**config.mk**
```make
export PLATFORM = sky130hd
export DESIGN_NAME = spi_byte_master
export DESIGN_NICKNAME = d
export VERILOG_FILES = /design/src/rtl/spi_byte_master.sv
export SDC_FILE = /design/constraint.sdc
export NUM_CORES = 1
export LEC_CHECK = 0
export ABC_AREA = 1
export CAP_MARGIN = 20
export CORE_ASPECT_RATIO = 0.75
export CORE_MARGIN = 2
export CORE_UTILIZATION = 30
export CTS_BUF_LIST = sky130_fd_sc_hd__clkbuf_4
export CTS_CLUSTER_SIZE = 10
export DETAILED_ROUTE_END_ITERATION = 16
export SLEW_MARGIN = 20
export SYNTH_ARGS = -nofsm -noshare
export SYNTH_HDL_FRONTEND = slang
export SYNTH_SLANG_ARGS = --single-unit
export TNS_END_PERCENT = 10
```
**constraint.sdc**
```tcl
create_clock -name clk -period 2.8 [get_ports clk]
set_clock_uncertainty 0.2 [all_clocks]
set_input_delay 0.42 -clock clk [delete_from_list [all_inputs] [get_ports clk]]
set_output_delay 0.42 -clock clk [all_outputs]
set_load 0.05 [all_outputs]
```
**src/rtl/spi_byte_master.sv**
```systemverilog
// SPI mode-0 byte master fed from a small {last,data} TX FIFO; returns the MISO byte of each frame.
// Define SPI_LSB_FIRST_EN to shift tx and rx bits LSB first (timing and framing unchanged).
module spi_byte_master #(
  parameter int CLK_DIV    = 4,
  parameter int FIFO_DEPTH = 4
) (
  input  logic       clk,
  input  logic       rst_n,
  input  logic [7:0] tx_data,
  input  logic       tx_last,
  input  logic       tx_valid,
  output logic       tx_ready,
  output logic [7:0] rx_data,
  output logic       rx_valid,
  input  logic       rx_ready,
  output logic       rx_overrun,
  output logic       busy,
  output logic       sck_o,
  output logic       mosi_o,
  output logic       cs_n_o,
  input  logic       miso_i
);
  localparam int AW = $clog2(FIFO_DEPTH);
  localparam logic [AW:0] FULL_CNT = (AW+1)'(FIFO_DEPTH);
  localparam logic [7:0]  RELOAD   = 8'(CLK_DIV - 1);

  typedef enum logic [2:0] {
    ST_IDLE, ST_SETUP, ST_SHIFT, ST_WAIT, ST_HOLD, ST_DESEL
  } state_t;

  logic [8:0]    mem_q [FIFO_DEPTH];
  logic [AW-1:0] wr_ptr_q, wr_ptr_d, rd_ptr_q, rd_ptr_d;
  logic [AW:0]   count_q, count_d;
  logic          push, pop, fifo_empty;
  logic [8:0]    head;

  state_t     state_q, state_d;
  logic [7:0] cnt_q, cnt_d;
  logic [3:0] edge_q, edge_d;
  logic [7:0] tx_sh_q, tx_sh_d, rx_sh_q, rx_sh_d, rx_data_q, rx_data_d;
  logic       sck_q, sck_d, mosi_q, mosi_d, cs_n_q, cs_n_d, last_q, last_d;
  logic       rx_valid_q, rx_valid_d, rx_overrun_q, rx_overrun_d;
  logic       tick;

  // tx_ready comes from the registered count only, so a pop frees a full slot one cycle later.
  assign tx_ready   = (count_q != FULL_CNT);
  assign fifo_empty = (count_q == '0);
  assign push       = tx_valid && tx_ready;
  assign head       = mem_q[rd_ptr_q];
  assign tick       = (cnt_q == '0);

  always_ff @(posedge clk) begin
    if (push) mem_q[wr_ptr_q] <= {tx_last, tx_data};
  end

  always_comb begin
    wr_ptr_d = wr_ptr_q;
    rd_ptr_d = rd_ptr_q;
    count_d  = count_q;
    if (push) wr_ptr_d = wr_ptr_q + 1'b1;
    if (pop)  rd_ptr_d = rd_ptr_q + 1'b1;
    if (push && !pop)      count_d = count_q + 1'b1;
    else if (pop && !push) count_d = count_q - 1'b1;
  end

  // tx_sh holds only the bits still to be driven after the one already on mosi.
  logic [7:0] tx_load, tx_shifted, rx_shifted;
  logic       first_bit, next_bit;
`ifdef SPI_LSB_FIRST_EN
  assign first_bit  = head[0];
  assign tx_load    = {1'b0, head[7:1]};
  assign next_bit   = tx_sh_q[0];
  assign tx_shifted = {1'b0, tx_sh_q[7:1]};
  assign rx_shifted = {miso_i, rx_sh_q[7:1]};
`else
  assign first_bit  = head[7];
  assign tx_load    = {head[6:0], 1'b0};
  assign next_bit   = tx_sh_q[7];
  assign tx_shifted = {tx_sh_q[6:0], 1'b0};
  assign rx_shifted = {rx_sh_q[6:0], miso_i};
`endif

  always_comb begin
    state_d      = state_q;
    cnt_d        = cnt_q;
    edge_d       = edge_q;
    tx_sh_d      = tx_sh_q;
    rx_sh_d      = rx_sh_q;
    rx_data_d    = rx_data_q;
    sck_d        = sck_q;
    mosi_d       = mosi_q;
    cs_n_d       = cs_n_q;
    last_d       = last_q;
    rx_valid_d   = rx_valid_q;
    rx_overrun_d = 1'b0;
    pop          = 1'b0;

    if (rx_valid_q && rx_ready) rx_valid_d = 1'b0;
    if (!tick) cnt_d = cnt_q - 1'b1;

    case (state_q)
      ST_IDLE: begin
        if (!fifo_empty) begin
          pop     = 1'b1;
          cs_n_d  = 1'b0;
          state_d = ST_SETUP;
        end
      end
      ST_SETUP: begin
        if (tick) begin
          cnt_d   = RELOAD;
          state_d = ST_SHIFT;
        end
      end
      ST_SHIFT: begin
        if (tick) begin
          cnt_d  = RELOAD;
          sck_d  = ~sck_q;
          edge_d = edge_q + 1'b1;
          if (!sck_q) begin
            rx_sh_d = rx_shifted;
          end else if (edge_q != 4'd15) begin
            tx_sh_d = tx_shifted;
            mosi_d  = next_bit;
          end else begin
            // Byte done: a new byte always wins over a same-cycle consume.
            rx_data_d    = rx_sh_q;
            rx_valid_d   = 1'b1;
            rx_overrun_d = rx_valid_q && !rx_ready;
            if (last_q)           state_d = ST_HOLD;
            else if (!fifo_empty) pop     = 1'b1;
            else                  state_d = ST_WAIT;
          end
        end
      end
      ST_WAIT: begin
        if (!fifo_empty) begin
          pop     = 1'b1;
          state_d = ST_SETUP;
        end
      end
      ST_HOLD: begin
        if (tick) begin
          cs_n_d  = 1'b1;
          cnt_d   = RELOAD;
          state_d = ST_DESEL;
        end
      end
      ST_DESEL: begin
        if (tick) state_d = ST_IDLE;
      end
      default: state_d = ST_IDLE;
    endcase

    if (pop) begin
      tx_sh_d = tx_load;
      mosi_d  = first_bit;
      last_d  = head[8];
      edge_d  = '0;
      cnt_d   = RELOAD;
    end
  end

  always_ff @(posedge clk or negedge rst_n) begin
    if (!rst_n) begin
      wr_ptr_q     <= '0;
      rd_ptr_q     <= '0;
      count_q      <= '0;
      state_q      <= ST_IDLE;
      cnt_q        <= '0;
      edge_q       <= '0;
      tx_sh_q      <= '0;
      rx_sh_q      <= '0;
      rx_data_q    <= '0;
      sck_q        <= 1'b0;
      mosi_q       <= 1'b0;
      cs_n_q       <= 1'b1;
      last_q       <= 1'b0;
      rx_valid_q   <= 1'b0;
      rx_overrun_q <= 1'b0;
    end else begin
      wr_ptr_q     <= wr_ptr_d;
      rd_ptr_q     <= rd_ptr_d;
      count_q      <= count_d;
      state_q      <= state_d;
      cnt_q        <= cnt_d;
      edge_q       <= edge_d;
      tx_sh_q      <= tx_sh_d;
      rx_sh_q      <= rx_sh_d;
      rx_data_q    <= rx_data_d;
      sck_q        <= sck_d;
      mosi_q       <= mosi_d;
      cs_n_q       <= cs_n_d;
      last_q       <= last_d;
      rx_valid_q   <= rx_valid_d;
      rx_overrun_q <= rx_overrun_d;
    end
  end

  assign sck_o      = sck_q;
  assign mosi_o     = mosi_q;
  assign cs_n_o     = cs_n_q;
  assign rx_data    = rx_data_q;
  assign rx_valid   = rx_valid_q;
  assign rx_overrun = rx_overrun_q;
  assign busy       = (state_q != ST_IDLE) || !fifo_empty;
endmodule

```
Word level (Yosys, flattened, before mapping)
Memory sizes are Yosys's and may differ from the RTL's.
Index checks and enable logic that the tools add are counted.
{ "totals": {"wordCells": 118, "ramBits": 36, "input_bits": 14, "output_inout_bits": 15, "n_memories": 1, "register_bits": 52} }
{ "classes": {"bitwise_logic": 2, "n_addsub": 6, "n_mux": 49, "reduce_logical": 29, "n_eq_ne": 16} }
{ "mem_list": {"columns": ["memory", "words", "width", "rd", "rd_clocked_by_memory_dff", "write_ports", "line", "source"], "rows": [
  ["mem_q", 4, 9, 1, 0, 1, "31", "logic [8:0] mem_q [FIFO_DEPTH];"]
]} }
{ "op_table": {"columns": ["cell", "count"], "rows": [
  ["8-bit two-way mux", 9],
  ["3-bit two-way mux", 11],
  ["1-bit two-way mux", 23],
  ["2-bit != test (second input constant)", 8],
  ["3-bit one-hot mux with 5 select lines", 1],
  ["4-bit two-way mux", 3],
  ["2-bit nonzero test", 6],
  ["8-bit logical NOT", 1],
  ["4-bit AND reduction", 2],
  ["8-bit AND reduction", 1],
  ["8-bit by 1-bit subtractor with 8-bit output (second input constant)", 1],
  ["3-bit by 2-bit equality test with 1-bit output (second input constant)", 2],
  ["3-bit equality test (second input constant)", 2],
  ["3-bit logical NOT", 2],
  ["3-bit != test (second input constant)", 2],
  ["3-bit AND reduction", 2],
  ["1-bit logical AND", 5],
  ["2-bit by 1-bit adder with 2-bit output (second input constant)", 2],
  ["4-bit by 1-bit adder with 4-bit output (second input constant)", 1],
  ["1-bit logical NOT", 4],
  ["4-bit != test (second input constant)", 1],
  ["1-bit one-hot mux with 2 select lines", 2],
  ["2-bit AND reduction", 2],
  ["3-bit by 1-bit adder with 3-bit output (second input constant)", 1],
  ["other kinds (7)", 8]
]} }

Logic depth before layout (Yosys ltp)
Gate-level depths: netlist of run 1.
{ "logic_depth": {"depth_word": 10, "ltp_mapped": 13, "mapped_depth_nobuf": 13} }

Worst setup path before layout of run 1
Ideal clock, no wire load.
{ "synth_path": {"path_kind": "register to register", "startpoint": "register sck_q (netlist: sck_o)", "endpoint": "register count_q[1]", "required_ns": 2.475, "path_stages_with_launch": 10, "setup_time_ns": 0.125, "arrival_ns": 2.273, "setup_slack_ns": 0.202, "path_buffers": 0, "period_less_slack_ns": 2.598, "path_cell_list": "dfrtp_1 > inv_1 > nor2_2 > nand4_4 > nand2_2 > inv_1 > ha_1 > inv_1 > fa_1 > mux2_2"} }
{ "synth_between": {"elab_chain_cells": 6, "elab_cells_between_ends": 8, "classes_between": "4 x mux; 4 x reduce/logical"} }
{ "synth_lines": {"columns": ["element", "line", "source"], "rows": [
  ["start: declaration", "41", "logic sck_q, sck_d, mosi_q, mosi_d, cs_n_q, cs_n_d, last_q, last_d;"],
  ["start signal: assignment", "191", "sck_q <= sck_d;"],
  ["1-bit two-way mux", "120", "if (!sck_q) begin"],
  ["1-bit two-way mux", "116", "if (tick) begin"],
  ["1-bit one-hot mux with 2 select lines", "101", "case (state_q)"],
  ["1-bit logical NOT", "62", "if (push && !pop) count_d = count_q + 1'b1;"],
  ["1-bit logical AND", "62", null],
  ["3-bit two-way mux", "62", null],
  ["named net count_d[1]", "33", "logic [AW:0] count_q, count_d;"],
  ["end signal: assignment", "184", "count_q <= count_d;"],
  ["end: declaration", "33", null]
]} }
The timed path passes the listed nets, and every way through them passes these cells.
A chain may end at the register's enable or synchronous reset.

Worst setup path after layout of run 1
{ "layout_path": {"startpoint": "register count_q[0]", "endpoint": "output port tx_ready"} }
{ "layout_between": {"elab_chain_cells": 1} }
{ "layout_lines": {"columns": ["element", "line", "source"], "rows": [
  ["3-bit != test", "46", "assign tx_ready = (count_q != FULL_CNT);"],
  ["end: declaration", "12", "output logic tx_ready,"]
]} }
Every way passes these cells.

==> results of run 1 <==
flip-flops by register name (all words and copies together), names as in the netlist:
register and count:
mem_q 36, cnt_q 8, rx_data 8, rx_sh_q 8, tx_sh_q 7, edge_q 4
count_q 3, state_q 3, rd_ptr_q 2, wr_ptr_q 2, cs_n_o 1, last_q 1
mosi_o 1, rx_overrun 1, rx_valid 1, sck_o 1
repair_timing:
action | CTS | global route
endpoints found under the hold margin | 25 | 0
gates resized for setup | 0 | 1
hold buffers | 1 | 0
endpoints found under the setup margin | 0 | 1
cell type report:
cell class              instances  area share (%)
well taps                     171            4.69
flip-flops and latches         87            51.7
clock buffers                   9            1.48
repair buffers                 41            8.28
diodes                          1          0.0548
clock inverters                 7            1.21
multi-input cells             247            29.4
inverters                      39            3.21
power by group through the flow:
stage	logic, mW	clock network [mW]	registers, mW
final	0.389	0.664	1.54
after global routing	0.447	0.747	1.55
after CTS	0.397	0.689	1.54
after detailed placement	0.393	0	1.57
after global placement	0.378	0	1.56
after floorplan	0.242	0	1.56
metrics by stage:
step | cell area, sq um | utilization, % | std cells | power, mW | hold slack (ps)
detailed placement | 4430 | 34.4 | 584 | 1.96 | 274
finish | 4560 | 35.4 | 602 | 2.59 | 300
CTS | 4560 | 35.4 | 601 | 2.62 | 304
global route | 4560 | 35.4 | 602 | 2.74 | 329
floorplan | 3920 | - | 386 | 1.80 | -75.6
global placement | 4430 | 34.4 | 584 | 1.94 | 267
worst reg2reg max path, stage by stage (launching register included):
cell and delay [ps]:
sky130_fd_sc_hd__dfrtp_1 410, sky130_fd_sc_hd__inv_1 90, sky130_fd_sc_hd__ha_1 250, sky130_fd_sc_hd__nand3_2 150, sky130_fd_sc_hd__nor2_8 140, sky130_fd_sc_hd__nand4_4 90, sky130_fd_sc_hd__nand2_2 80, sky130_fd_sc_hd__inv_1 80
sky130_fd_sc_hd__ha_1 180, sky130_fd_sc_hd__inv_1 100, sky130_fd_sc_hd__fa_1 420, sky130_fd_sc_hd__mux2_2 260
placed cells by master, fill, tap and decap left out, drive strengths merged, types with 2 or more instances in the layout:
cell type,n
nand2,75
dfrtp,50
o21ai,45
inv,41
nor2,39
edfxtp,36
clkdlybuf4s50,26
nand3,25
nand4,17
buf,13
xor2,10
clkbuf,9
ha,8
o22a,7
a21oi,6
nor3,5
clkinv,4
and3,2
xnor2,2
o22ai,2
final timing paths:
| path | startpoint | to | slack, ps | cells past startpoint |
|---|---|---|---|---|
| hold reg to reg | cs_n_o | cs_n_o | 300 | 2 |
| hold / removal | cs_n_o | cs_n_o | 300 | 2 |
| max in group asynchronous | rst_n | edge_q[2] | 1280 | 3 |
| min in group asynchronous | rst_n | tx_sh_q[4] | 320 | 2 |
| setup / recovery | count_q[0] | tx_ready | 250 | 3 |
| setup reg to reg | cnt_q[0] | count_q[1] | 260 | 11 |
cells by family (layout without fill, tap and decap cells):
kind of cell	after synthesis	count (layout)	share of synthesized area (%)
flops	87	87	60.2
mux	1	1	0.288
buf+inv	52	96	5.50
other cells	0	1	0
xor+xnor	12	12	2.68
compound gates	62	62	8.79
fa+ha+maj	9	9	3.07
simple gates	163	163	19.4
metal layers:
metal,up-vias,part of all wire (%),track usage [%],wire (microns)
met5,-,0,0,0
met4,0,1.8,4.25,136
met3,11,4.1,4.13,317
met2,37,45,19.0,3500
met1,1332,49,16.4,3810
li1,1381,-,-,-
==> PnR_summary.wiki, run 1 <==
{| class="wikitable"
! Metric !! Value
|-
| Clk Latency, worst-skew pair || 460 ps
|-
| Average wire length per cell after detail routing || 12.9 microns
|-
| Kind of critical path || reg -> out
|-
| Accumulated negative setup slack || 0 ps
|-
| Startpoint Class || flip-flop
|-
| Sw power || 767 uW
|-
| Cell with the biggest individual delay on the critical path || sky130_fd_sc_hd__clkdlybuf4s50_1
|-
| Register bit total from synthesis || 87
|-
| Ports || 29
|-
| Post-placement worst setup slack || 291 ps
|-
| Die outline height || 103 microns
|-
| Dominant synthesized flop cell || sky130_fd_sc_hd__dfrtp_1
|-
| Total number of vias || 2761
|-
| Most used standard cell by instance count after synthesis || sky130_fd_sc_hd__nand2_1
|-
| Fraction of final layout cells with drive strength greater than 1 || 10.2%
|-
| Largest stage delay on the critical path || 720 ps
|-
| Data required, critical path || 2180 ps
|-
| Area of the multi-input gates || 1340 sq um
|-
| Max-Slew Margin vs Limit || 53.4%
|-
| Top cell type by total area after synthesis || sky130_fd_sc_hd__dfrtp_1
|-
| Worst Path Arrival || 1930 ps
|-
| Clock share of power || 25.6%
|-
| Cell-internal power || 1.82 mW
|-
| Cell types with the highest counts after synthesis || 72 x sky130_fd_sc_hd__nand2_1, 50 x sky130_fd_sc_hd__dfrtp_1, 36 x sky130_fd_sc_hd__edfxtp_1, 36 x sky130_fd_sc_hd__inv_1, 36 x sky130_fd_sc_hd__nor2_1
|-
| Path class of the lowest-slack min-delay path || reg -> reg
|-
| Number of global-route vias before repair || 2667
|-
| Combinational fraction of design power || 15.0%
|-
| Ordered cell list for the critical path || nor2_1, nand2_1, clkdlybuf4s50_1
|-
| Initial antenna violation count || 1
|-
| Synth Net Count || 409
|-
| Least setup slack across all paths after layout || 246 ps
|-
| Switching portion of total power || 29.6%
|-
| Share of the synthesized area in the top cell type || 32.0%
|-
| Layout filler cell count || 1345
|-
| Area of all sequential standard cells || 2360 sq um
|-
| Setup repair after global routing missed its margin || no
|-
| Deepest level of the CTS H-tree || 3
|-
| Library cell used as clock root buffer || sky130_fd_sc_hd__clkbuf_4
|-
| Max-cap violation count || 0
|-
| Yosys warns || 0
|-
| Area enclosed by the die boundary || 14000 sq um
|-
| Total power per unit cell area || 568 nW/um^2
|-
| FMAX || 392 MHz
|-
| Largest net degree at the start of global routing || 28
|-
| Core region area || 12900 sq um
|-
| Cts bufs inserted || 9
|-
| Leakage Power || 1.94 nW
|-
| Final period util || 91.2%
|-
| Number of DRC markers after the initial detailed-route iteration || 156
|-
| Starting density of the core || 30.4%
|-
| Row cnt || 36
|-
| Highest fanout seen on the critical path || 3
|-
| Synthesis-to-layout area growth || 16.6%
|-
| All-Layer GR Usage || 12.3%
|-
| Number of setup buffers added after CTS || 0
|-
| Remaining global-route overflow || 0
|-
| Wire length of the first global-routing pass || 13300 microns
|-
| Number of enable-type register cells in the synthesized netlist || 36
|-
| Final Wtd Congestion || 0.748
|-
| Die outline width || 136 microns
|-
| Unique masters post-synth || 33
|-
| Number of DRC violations after detailed routing || 0
|-
| Synth async-reset ratio || 58.6%
|-
| Cell family with most CP delay || buffers and inverters
|-
| Clock period minus final worst setup slack || 2550 ps
|-
| Slew @ Worst Pin || 699 ps
|-
| Remaining antenna violation count after routing || 0
|-
| Clock-pin transition on the worst setup and hold timing paths || 150 ps
|-
| Post-Synthesis Cell Area || 3920 sq um
|-
| Final setup violation count || 0
|-
| Leading cell types by total area after synthesis || sky130_fd_sc_hd__dfrtp_1 32%, sky130_fd_sc_hd__edfxtp_1 28%, sky130_fd_sc_hd__nand2_1 6.9%
|-
| TritonCTS clock tree || built
|-
| Clock net sink count || 87
|-
| Final layout net count || 448
|-
| First-pass DRT Iterations || 4
|-
| Kind of end point of the critical path || primary output
|-
| Count of buffering cells on the critical path with inverters included || 1
|-
| Total detailed-routing wirelength || 7760 microns
|-
| Number of hold violations in the final report || 0
|-
| Fraction of power consumed by sequential logic || 59.3%
|-
| Worst VDD drop || 0.000200 V
|-
| Number of I/O port buffers || 28
|-
| Post-DP HPWL || 5140 microns
|-
| Slew Viols, Final || 0
|-
| Via-to-Cell Ratio || 4.59
|-
| Outcome || complete, no violations
|-
| Post-Synthesis Mean Instance Area || 10.1 sq um
|-
| Instance count of the mapped netlist || 386
|-
| Share of synthesized area occupied by flip-flops and latches || 60.2%
|-
| Clock Path Buffers || 2
|}
No activity file was read; power rests on OpenSTA's default activity.
==> run 2, diff against run 1 <==
--- a/config.mk
+++ b/config.mk
@@ -6,7 +6,6 @@
 export NUM_CORES = 1
 export LEC_CHECK = 0
 export ABC_AREA = 1
-export CAP_MARGIN = 20
 export CORE_ASPECT_RATIO = 0.75
 export CORE_MARGIN = 2
 export CORE_UTILIZATION = 30
==> results of run 2 <==
Final layout, timing and power as in run 1 (identical DEF).
==> run 3, diff against run 2 <==
--- a/config.mk
+++ b/config.mk
@@ -12,6 +12,7 @@
 export CTS_BUF_LIST = sky130_fd_sc_hd__clkbuf_4
 export CTS_CLUSTER_SIZE = 10
 export DETAILED_ROUTE_END_ITERATION = 16
+export MAX_ROUTING_LAYER = met4
 export SLEW_MARGIN = 20
 export SYNTH_ARGS = -nofsm -noshare
 export SYNTH_HDL_FRONTEND = slang
==> constraint.sdc (replaced) <==
create_clock -name clk -period 3.15 [get_ports clk]
set_clock_uncertainty 0.2 [all_clocks]
set_input_delay 0.4725 -clock clk [delete_from_list [all_inputs] [get_ports clk]]
set_output_delay 0.4725 -clock clk [all_outputs]
set_load 0.05 [all_outputs]
==> run 3 against run 2 <==
Effect of this change:
- count of clock-buffer cells in the layout increased by 2
- clock power decreased by 3.2%
- critical endpoint is now busy
- sequential power decreased by 11%
- via count decreased by 1.5%
- first-iteration DRC count increased by 24%
- routed wire length decreased by 2.9%
- hold slack got worse by 6.6 ps
- total power decreased by 9.2%
==> PnR_summary.wiki, run 3 (synthesized netlist as in run 1, its figures left out) <==
{| class="wikitable"
! Metric !! Value
|-
| Post-route cell area || 4550 sq um (-0.19%)
|-
| Number of global-route vias before repair || 2464 (-7.6%)
|-
| Largest net degree at the start of global routing || 31 (+11%)
|-
| Kind of end point of the critical path || primary output
|-
| DR WL met3 || 331 microns (+4.4%)
|-
| Cts bufs inserted || 9 (unchanged)
|-
| Highest routed layer || met4
|-
| Highest fanout seen on the critical path || 3 (unchanged)
|-
| Number of I/O port buffers || 28 (unchanged)
|-
| Hold_ws || 293 ps (-6.56 ps)
|-
| Library cell used as clock root buffer || sky130_fd_sc_hd__clkbuf_4
|-
| Startpoint Class || flip-flop
|-
| Ports || 29 (unchanged)
|-
| Clk Latency, worst-skew pair || 450 ps (about the same)
|-
| Source of the worst hold timing path || cs_n_o
|-
| Clock-pin transition on the worst setup and hold timing paths || 120 ps (-30 ps)
|-
| Count of cells resized by post-cts repair || 0 (unchanged)
|-
| Kind of critical path || reg -> out
|-
| Clock share of power || 27.3% (+1.7 points)
|-
| Switching portion of total power || 27.3% (-2.4 points)
|-
| Average wire length per cell after detail routing || 12.6 microns (-2.3%)
|-
| Number of DRC markers after the initial detailed-route iteration || 194 (+24%)
|-
| Remaining antenna violation count after routing || 0 (unchanged)
|-
| Total detailed-routing wirelength || 7540 microns (-2.9%)
|-
| Die outline width || 136 microns (unchanged)
|-
| Setup repair after global routing missed its margin || no
|-
| Core region area || 12900 sq um (unchanged)
|-
| Initial antenna violation count || 0 (-1)
|-
| Final Wtd Congestion || 0.799 (+6.8%)
|-
| Accumulated negative setup slack || 0 ps (unchanged)
|-
| Clock Path Buffers || 2 (unchanged)
|-
| Placed insts || 581 (-0.51%)
|-
| Most flops, register || mem_q
|-
| FMAX || 358 MHz
|-
| Total inserted antenna cells || 0 (-1)
|-
| Detailed-route wire length on metal 1 || 3800 microns (-0.34%)
|-
| All-Layer GR Usage || 12.2% (-0.13 points)
|-
| Post-DP HPWL || 5090 microns (-0.96%)
|-
| Area enclosed by the die boundary || 14000 sq um (unchanged)
|-
| Placed inst area || 4400 sq um (-0.51%)
|-
| First-pass DRT Iterations || 4 (unchanged)
|-
| Remaining global-route overflow || 0 (unchanged)
|-
| Final layout net count || 445 (-0.67%)
|-
| Routed wl met2 || 3270 microns (-6.6%)
|-
| Worst VDD drop || 0.000185 V (-7.3%)
|-
| Cell-internal power || 1.71 mW (-6.2%)
|-
| Final Power || 2.35 mW (-9.2%)
|-
| Final period util || 88.7%
|-
| TritonCTS clock tree || built
|-
| Most common cell after layout, fill and taps aside || sky130_fd_sc_hd__nand2_1
|-
| Total power per unit cell area || 516 nW/um^2 (-9.1%)
|-
| Max-Slew Margin vs Limit || 63.9% (+11 points)
|-
| Number of flip-flops under the largest register name || 36 (unchanged)
|-
| Worst Path Arrival || 2120 ps (+190 ps)
|-
| Clock net sink count || 87 (unchanged)
|-
| Slew @ Worst Pin || 541 ps (-158 ps)
|-
| Fraction of final layout cells with drive strength greater than 1 || 9.60% (-0.63 points)
|-
| Final setup violation count || 0 (unchanged)
|-
| Top library cells by usage in the layout, fill and taps aside || 72 x sky130_fd_sc_hd__nand2_1, 50 x sky130_fd_sc_hd__dfrtp_1, 36 x sky130_fd_sc_hd__inv_1, 36 x sky130_fd_sc_hd__nor2_1, 36 x sky130_fd_sc_hd__edfxtp_1
|-
| Die outline height || 103 microns (unchanged)
|-
| Leakage Power || 1.93 nW (-0.21%)
|-
| Post-placement worst setup slack || 445 ps (+154 ps)
|-
| Number of DRC violations after detailed routing || 0 (unchanged)
|-
| Reg-to-reg startpoint || cnt_q[0]
|-
| Slew Viols, Final || 0 (unchanged)
|-
| Outcome || complete, no violations
|-
| Number of hold violations in the final report || 0 (unchanged)
|-
| Deepest level of the CTS H-tree || 3 (unchanged)
|-
| Synthesis-to-layout area growth || 16.3%
|-
| Worst setup startpoint || count_q[1]
|-
| Path class of the lowest-slack min-delay path || reg -> reg
|-
| Fraction of power consumed by sequential logic || 58.2% (-1.1 points)
|-
| Via-to-Cell Ratio || 4.55 (-0.83%)
|-
| Least setup slack across all paths after layout || 357 ps (+111 ps)
|-
| Clock period minus final worst setup slack || 2790 ps
|-
| Sw power || 641 uW (-16%)
|-
| Row cnt || 36 (unchanged)
|-
| Final instance count without filler cells || 598 (-0.66%)
|-
| Max-cap violation count || 0 (unchanged)
|-
| Wire length of the first global-routing pass || 12600 microns (-5.5%)
|-
| Total number of vias || 2720 (-1.5%)
|-
| Combinational fraction of design power || 14.4% (-0.6 points)
|-
| Starting density of the core || 30.4% (unchanged)
|-
| Data required, critical path || 2480 ps (+300 ps)
|-
| Final Util || 35.4% (-0.068 points)
|}
## run 3: final timing paths
kind	to	slack (ps)	cells after the start
worst max-delay path	busy	360	5
max in group asynchronous	cnt_q[0]	1650	3
worst max register to register	count_q[1]	420	11
worst min register to register	cs_n_o	290	2
min in group asynchronous	wr_ptr_q[0]	320	2
worst min-delay path	cs_n_o	290	2
## run 3: repair_timing
action	in CTS	in global routing
hold endpoints to repair	20	0
setup buffers	0	0
setup endpoints to repair	0	0
hold buffers	1	0
## run 3: cell type report
type / instances / area [sq um]
Clock buffer: 11 / 82.6
Multi-Input combinational cell: 247 / 1340
Timing Repair Buffer: 38 / 353
Clock inverter: 5 / 58.8
Fill cell: 1323 / 8330
Sequential cell: 87 / 2360
Inverter: 39 / 146
Tap cell: 171 / 214
## run 3: power by group through the flow
stage | logic, mW | registers [mW] | clock network (mW)
2_1_floorplan | 0.216 | 1.38 | 0
3_3_place_gp | 0.337 | 1.39 | 0
3_5_place_dp | 0.348 | 1.39 | 0
4_1_cts | 0.351 | 1.37 | 0.674
5_1_grt | 0.390 | 1.38 | 0.711
6_report | 0.340 | 1.37 | 0.643
## run 3: critical path: stages, from the launching register on
cell and delay [ps]:
sky130_fd_sc_hd__dfrtp_1 430, sky130_fd_sc_hd__nor2_1 200, sky130_fd_sc_hd__nand2_1 140, sky130_fd_sc_hd__inv_1 110
sky130_fd_sc_hd__nand3_1 90, sky130_fd_sc_hd__clkdlybuf4s50_1 710
## run 3: metal layers
layer	track usage, %	vias to the layer above
met5	-	-
met4	5.29	0
met3	3.10	11
met2	17.4	45
met1	16.5	1289
li1	-	1375
